**src/rtl/wb_stage.sv**
```systemverilog
// Writeback stage: registers ALU results, waits for load data, formats
// load bytes/halfwords and drives the register file write port.
module wb_stage #(
    parameter int XLEN         = 32,
    parameter int LOAD_TIMEOUT = 16
) (
    input  logic            clk,
    input  logic            reset,
    input  logic            mem_valid,
    output logic            mem_ready,
    input  logic [4:0]      mem_rd,
    input  logic            mem_reg_write,
    input  logic            mem_is_load,
    input  logic [2:0]      mem_funct3,
    input  logic [1:0]      mem_addr_lo,
    input  logic [XLEN-1:0] mem_alu_result,
    input  logic            dmem_rvalid,
    input  logic [XLEN-1:0] dmem_rdata,
    output logic [4:0]      rd_sel,
    output logic            reg_write,
    output logic [XLEN-1:0] wb_data,
    output logic            load_pending,
    output logic            load_fault,
    output logic            fwd_valid,
    output logic [4:0]      fwd_rd,
    output logic [XLEN-1:0] fwd_data
);

    localparam logic [0:0] S_IDLE = 1'b0;
    localparam logic [0:0] S_WAIT = 1'b1;

    logic [0:0]      state_q, state_d;
    logic [7:0]      cnt_q, cnt_d;
    logic [4:0]      ld_rd_q, ld_rd_d;
    logic            ld_we_q, ld_we_d;
    logic [2:0]      ld_f3_q, ld_f3_d;
    logic [1:0]      ld_lo_q, ld_lo_d;
    logic            reg_write_q, reg_write_d;
    logic [4:0]      rd_sel_q, rd_sel_d;
    logic [XLEN-1:0] wb_data_q, wb_data_d;
    logic            load_fault_q, load_fault_d;

    logic [7:0]      lane [4];
    logic [7:0]      byte_sel;
    logic [15:0]     half_sel;
    logic [XLEN-1:0] fmt_data;
    logic            fmt_ok;

    for (genvar gi = 0; gi < 4; gi++) begin : g_lane
        assign lane[gi] = dmem_rdata[8*gi +: 8];
    end

    assign byte_sel = lane[ld_lo_q];
    // Halfword selection uses only addr_lo[1]; misaligned low bit is ignored.
    assign half_sel = ld_lo_q[1] ? {lane[3], lane[2]} : {lane[1], lane[0]};

    always_comb begin
        fmt_data = dmem_rdata;
        fmt_ok   = 1'b1;
        case (ld_f3_q)
            3'b000:  fmt_data = {{(XLEN-8){byte_sel[7]}}, byte_sel};
            3'b001:  fmt_data = {{(XLEN-16){half_sel[15]}}, half_sel};
            3'b010:  fmt_data = dmem_rdata;
            3'b100:  fmt_data = {{(XLEN-8){1'b0}}, byte_sel};
            3'b101:  fmt_data = {{(XLEN-16){1'b0}}, half_sel};
            default: fmt_ok   = 1'b0;
        endcase
    end

    always_comb begin
        state_d      = state_q;
        cnt_d        = cnt_q;
        ld_rd_d      = ld_rd_q;
        ld_we_d      = ld_we_q;
        ld_f3_d      = ld_f3_q;
        ld_lo_d      = ld_lo_q;
        reg_write_d  = 1'b0;
        rd_sel_d     = rd_sel_q;
        wb_data_d    = wb_data_q;
        load_fault_d = 1'b0;
        case (state_q)
            S_IDLE: begin
                if (mem_valid) begin
                    if (mem_is_load) begin
                        ld_rd_d = mem_rd;
                        ld_we_d = mem_reg_write;
                        ld_f3_d = mem_funct3;
                        ld_lo_d = mem_addr_lo;
                        cnt_d   = 8'd0;
                        state_d = S_WAIT;
                    end else if (mem_reg_write && (mem_rd != 5'd0)) begin
                        reg_write_d = 1'b1;
                        rd_sel_d    = mem_rd;
                        wb_data_d   = mem_alu_result;
                    end
                end
            end
            S_WAIT: begin
                // Returned data takes priority over a timeout on the same cycle.
                if (dmem_rvalid) begin
                    state_d = S_IDLE;
                    if (!fmt_ok) begin
                        load_fault_d = 1'b1;
                    end else if (ld_we_q && (ld_rd_q != 5'd0)) begin
                        reg_write_d = 1'b1;
                        rd_sel_d    = ld_rd_q;
                        wb_data_d   = fmt_data;
                    end
                end else if (cnt_q == 8'(LOAD_TIMEOUT - 1)) begin
                    load_fault_d = 1'b1;
                    state_d      = S_IDLE;
                end else begin
                    cnt_d = cnt_q + 8'd1;
                end
            end
            default: state_d = S_IDLE;
        endcase
    end

    always_ff @(posedge clk) begin
        if (reset) begin
            state_q      <= S_IDLE;
            cnt_q        <= 8'd0;
            ld_rd_q      <= 5'd0;
            ld_we_q      <= 1'b0;
            ld_f3_q      <= 3'd0;
            ld_lo_q      <= 2'd0;
            reg_write_q  <= 1'b0;
            rd_sel_q     <= 5'd0;
            wb_data_q    <= '0;
            load_fault_q <= 1'b0;
        end else begin
            state_q      <= state_d;
            cnt_q        <= cnt_d;
            ld_rd_q      <= ld_rd_d;
            ld_we_q      <= ld_we_d;
            ld_f3_q      <= ld_f3_d;
            ld_lo_q      <= ld_lo_d;
            reg_write_q  <= reg_write_d;
            rd_sel_q     <= rd_sel_d;
            wb_data_q    <= wb_data_d;
            load_fault_q <= load_fault_d;
        end
    end

    assign mem_ready    = (state_q == S_IDLE) && !reset;
    assign load_pending = (state_q == S_WAIT);
    assign reg_write    = reg_write_q;
    assign rd_sel       = rd_sel_q;
    assign wb_data      = wb_data_q;
    assign load_fault   = load_fault_q;
    assign fwd_valid    = reg_write_q;
    assign fwd_rd       = rd_sel_q;
    assign fwd_data     = wb_data_q;

endmodule

```
**config.mk**
```make
export PLATFORM = sky130hd
export DESIGN_NAME = wb_stage
export DESIGN_NICKNAME = d
export VERILOG_FILES = /design/src/rtl/wb_stage.sv
export SDC_FILE = /design/constraint.sdc
export NUM_CORES = 1
export LEC_CHECK = 0
export ABC_AREA = 1
export CAP_MARGIN = 20
export CORE_MARGIN = 2
export CORE_UTILIZATION = 35
export CTS_CLUSTER_DIAMETER = 30
export DETAILED_ROUTE_END_ITERATION = 12
export MAX_ROUTING_LAYER = met4
export PLACE_DENSITY = 0.69
export SETUP_SLACK_MARGIN = 0.4
export SLEW_MARGIN = 20
export SYNTH_ARGS = -nofsm -noshare
export SYNTH_HDL_FRONTEND = slang
export SYNTH_SLANG_ARGS = --single-unit
```
**constraint.sdc**
```tcl
create_clock -name clk -period 1.5 [get_ports clk]
set_input_delay 0.15 -clock clk [delete_from_list [all_inputs] [get_ports clk]]
set_output_delay 0.15 -clock clk [all_outputs]
set_load 0.005 [all_outputs]
```
Word-level counts from Yosys, hierarchy flattened
Index checks and enable logic that the tools add are counted.

Bits in registers: 59. Output and inout port bits: 79. Input port bits: 80. Word-level logic and storage cells: 80.

Mux-type cells: 40. Magnitude comparators: 1. $add $sub $neg: 1. Equal/unequal tests: 14. Bitwise logic cells: 2. Reduce and logical (&&, ||, !) cells: 12.

Operator list (number): $mux 32 (6); $pmux 32 s4 (1); $pmux 32 s2 (1); $mux 8 (6); $mux 5 (6); $bmux 8 s2 (1); $mux 16 (1); $pmux 8 s2 (1); $mux 1 (14); $ne 2x2->1 const B (7); $pmux 5 s2 (1); $reduce_bool 5->1 (2); $add 8x1->8 const B (1); $eq 8x4->1 const B (1); $eq 3x3->1 const B (2); $reduce_and 6->1 (1); $reduce_or 5->1 (1); $ne 2x1->1 const B (2); $pmux 1 s2 (2); $reduce_and 4->1 (1); $eq 3x1->1 const B (1); $eq 3x2->1 const B (1); $ge 3x3->1 const B (1); $logic_and 1x1->1 (3); other kinds (6) (6).

Longest topological paths before layout
Depth in word-level cells: 9. Mapped depth: 11. Depth with buffers taken out: 10.

Least setup slack after synthesis
No wires, ideal clock.

Path type: flip-flop to flip-flop. Start point: register cnt_q[0]. End point: register cnt_q[3]. Period minus slack after synthesis: 1463 ps. Setup time: 132 ps. Path buffers: 0. Cell stages (with the launch flop): 9. Data required time: 1368 ps. Arrival time: 1331 ps. Slack: 37 ps. Cells stage by stage: dfxtp_1 > ha_1 > inv_1 > nor2_1 > nand3_1 > nand3_2 > nand2_1 > nand2_1 > a21oi_1.

Longest elaborated chain between the ends: 4. Elaborated cells on any way between the ends: 7. Classes of those cells: 1 x add/sub; 2 x eq/ne; 3 x mux; 1 x reduce/logical.

Ends and longest elaborated chain: from (decl) (RTL line 33) `logic [7:0] cnt_q, cnt_d;`; from (signal assigned) (RTL line 134) `cnt_q <= cnt_d;`; $add 8x1->8 (RTL line 113) `cnt_d = cnt_q + 8'd1;`; $mux 8 (RTL line 109) `end else if (cnt_q == 8'(LOAD_TIMEOUT - 1)) begin`; $mux 8 (RTL line 100) `if (dmem_rvalid) begin`; $pmux 8 s2 (RTL line 81) `case (state_q)`.

Several ways; a longest one is shown, not always the timed one. The select of a mux whose other input is x is not followed. A chain may end at the register's enable or synchronous reset.

Final worst setup path
Start point: input port dmem_rvalid. End point: register wb_data_q[9] (netlist: fwd_data[9]).

Longest elaborated chain between the ends: 2.

Ends and longest elaborated chain: from (decl) (RTL line 17) `input logic dmem_rvalid,`; $ne 2x2->1 (no line); $reduce_and 6->1 (no line); to (signal assigned) (RTL line 141) `wb_data_q <= wb_data_d;`; to (decl) (RTL line 40) `logic [XLEN-1:0] wb_data_q, wb_data_d;`.

Every way passes these cells.

==> impl_metrics.json <==
{
  "dr.pass1.iters": 5,
  "status": "finished, final reports clean",
  "min_period_ns": 1.41,
  "preCtsSetupSlack_ns": -0.257,
  "syn-num-nets": 759,
  "synth_area_um2": 4080,
  "antenna_cells": 0,
  "max_stage_delay_ns": 0.51,
  "crit_buf_inv": 5,
  "postRouteAntennaNets": 0,
  "track_usage": 0.226,
  "worstMarginPinSlew_ns": 0.347,
  "cellLeakagePower_nw": 3.34,
  "cp.arrival_ns": 1.63,
  "dr.max_layer_used": "met4",
  "synth_top_area_share": 0.289,
  "htree_levels": 3,
  "cts_made_buffers": 9,
  "yosysUniqueCellTypes": 30,
  "yosys.area.top_type": "dfxtp_1",
  "nets": 901,
  "antenna_found_initial": 0,
  "grt_pass1_wl_mm": 22.3,
  "maxCapViolations": 0,
  "ys_ff_latch": 59,
  "syn_avg_cell_area_um2": 6.02,
  "worst_slack_ns": 0.0945,
  "ctsLongestPathBuffers": 2,
  "die_area_um2": 12500,
  "gp_congestion": 0.898,
  "first_iter_violations": 234,
  "fin_util": 0.584,
  "initial_utilization": 0.358,
  "dr_wl_met3_mm": 1.10,
  "wirelength_met1_mm": 5.88,
  "cts_tree": "built",
  "critPathTopFamily": "buffers and inverters",
  "dp.final_hpwl_mm": 9.52,
  "finalHoldViolCount": 0,
  "gr-total-overflow": 0,
  "fp.dieW_um": 112,
  "ios": 159,
  "port_buffers": 158,
  "cp_slowest_cell": "clkdlybuf4s50_1",
  "drive_gt1_frac": 0.250,
  "insertion_delay_ns": 0.33,
  "place_inst": 927,
  "wire_per_inst_um": 14.9,
  "worst-setup-path-type": "input port to register",
  "vias_per_cell": 4.91,
  "fin_skew_ns": 0.00798,
  "peakVddDrop_mv": 0.444,
  "rows": 39,
  "final_common_cell": "nand2_1",
  "die_h_um": 112,
  "required_ns": 1.72,
  "path_max_fanout": 6,
  "grt_max_degree": 50,
  "p_per_area_nw_per_um2": 750,
  "ys_top_cells_by_area": "dfxtp_1 (29%), nand2_1 (17%), nand3_1 (8.5%)",
  "netlist_instances": 678,
  "cts_sinks": 59,
  "slew_viol_final": 0,
  "fmax_mhz": 712,
  "critPathLaunchType": "input port",
  "area_growth_pct": 63.3,
  "wl_met2_mm": 7.01,
  "ys_warn_count": 0,
  "n_fill_cell": 1058,
  "grt_setup_unrepaired": "yes",
  "wl_mm": 14.4,
  "vias": 4747,
  "crit_chain": "clkdlybuf4s50_1, inv_1, nor2_4, nand3_4, nand2_8, buf_12, buf_16, nand2_2, inv_2, nor2_1",
  "relSlewSlack": 0.767,
  "clk_pin_slew_ns": 0.05,
  "setup_viol": 0,
  "drc": 0,
  "core_um2": 11400,
  "hold_class": "input port to register",
  "first_global_vias": 4565,
  "root_buffer": "clkbuf_16",
  "final_cell_mix": "nand2_1 (184), dlygate4sd2_1 (77), clkdlybuf4s50_1 (76), inv_1 (67), nor2_1 (60)",
  "layout.cells.non_filler": 966,
  "critPathCaptureType": "register",
  "period_share": 0.937,
  "synth-seq-area-share": 0.289
}
==> cells by family (layout without fill, tap and decap cells) <==
kind of cell | after synthesis | in the layout | share of synthesized area
fa+ha+maj | 1 | 1 | 0.00306
compound gates | 102 | 102 | 0.128
buf+inv | 152 | 296 | 0.192
flops | 59 | 59 | 0.289
xor+xnor | 3 | 3 | 0.00643
simple gates | 361 | 362 | 0.382
==> Yosys cell counts <==
cell type and number:
dfxtp_1 59, nand3_2 2, or2_2 20, clkbuf_1 13, nor3_1 1, o21ai_1 9
a31oi_1 1, nor2_4 2, buf_1 3, a21boi_0 4, nor2_1 70, nand3b_2 1
nand3_1 69, o21ai_0 21, nand3b_1 2, nand4_1 2, buf_4 39, a21oi_1 67
xnor2_1 3, inv_1 72, nand3_4 1, inv_2 1, nand2_1 189, ha_1 1
nor4_1 1, inv_6 1, buf_2 17, inv_4 1, buf_6 5, nand2_2 1
==> metrics by stage <==
stage / area (um^2) / hold slack, ns / total power (W) / TNS [ns]
after floorplan: 4200 / 0.229 / 0.00241 / 0
after global placement: 5750 / 0.463 / 0.00297 / -4.64
after detailed placement: 5750 / 0.485 / 0.00299 / -6.00
after CTS: 6390 / 0.235 / 0.00495 / 0
after global routing: 6670 / 0.177 / 0.00524 / 0
final: 6670 / 0.139 / 0.00500 / 0
==> layout make-up <==
type / count / area (um^2) / share of cell area
inverters: 75 / 302 / 0.0452
clock buffers: 11 / 253 / 0.0379
flip-flops and latches: 59 / 1250 / 0.187
well taps: 143 / 179 / 0.0268
repair buffers: 207 / 2210 / 0.332
multi-input cells: 468 / 2460 / 0.369
clock inverters: 3 / 15.0 / 0.00225
==> flip-flops by register name, indices dropped and copies added (netlist names) <==
name	cells
cnt_q	8
fwd_data	32
fwd_rd	5
fwd_valid	1
ld_f3_q	3
ld_lo_q	2
ld_rd_q	5
ld_we_q	1
load_fault	1
load_pending	1
==> tightest hold or removal path, cell delays in order <==
cell	delay (ns)
dlymetal6s2s_1	0.13
inv_1	0.09
a21oi_2	0.05
==> routing by layer <==
metal	vias to the layer above	GRT usage
met4	0	0.0732
met1	2117	0.270
met5	-	-
met3	34	0.0383
li1	2375	-
met2	221	0.391
==> power breakdown <==
group	leakage, nW	total, W	switching (W)	internal (W)
clock	0.137	0.00190	0.000718	0.00118
sequential	0.501	0.00174	0.0000805	0.00166
combinational	2.70	0.00136	0.000659	0.000705
==> what timing repair did <==
action | 4_1_cts | 5_1_grt
resized for setup | 169 | 57
pin swaps | 16 | 13
setup buffers | 12 | 1
gates cloned | 8 | 4
hold buffers | 0 | 0
endpoints found under the setup margin | 137 | 69
hold endpoints to repair | 0 | 0
==> worst paths after layout <==
kind         depth (start not counted)                        to  slack (ns)                    start
min reg2reg                          1     cnt_q[0]$_SDFFE_PP0P_        0.48    cnt_q[0]$_SDFFE_PP0P_
min                                  3   ld_rd_q[1]$_SDFFE_PP0P_        0.14                mem_rd[1]
max                                 10  fwd_data[9]$_SDFFE_PP0P_        0.09              dmem_rvalid
max reg2reg                         10  fwd_data[9]$_SDFFE_PP0P_        0.10  load_pending$_SDFF_PP0_
(Power assumes the default switching activity.)
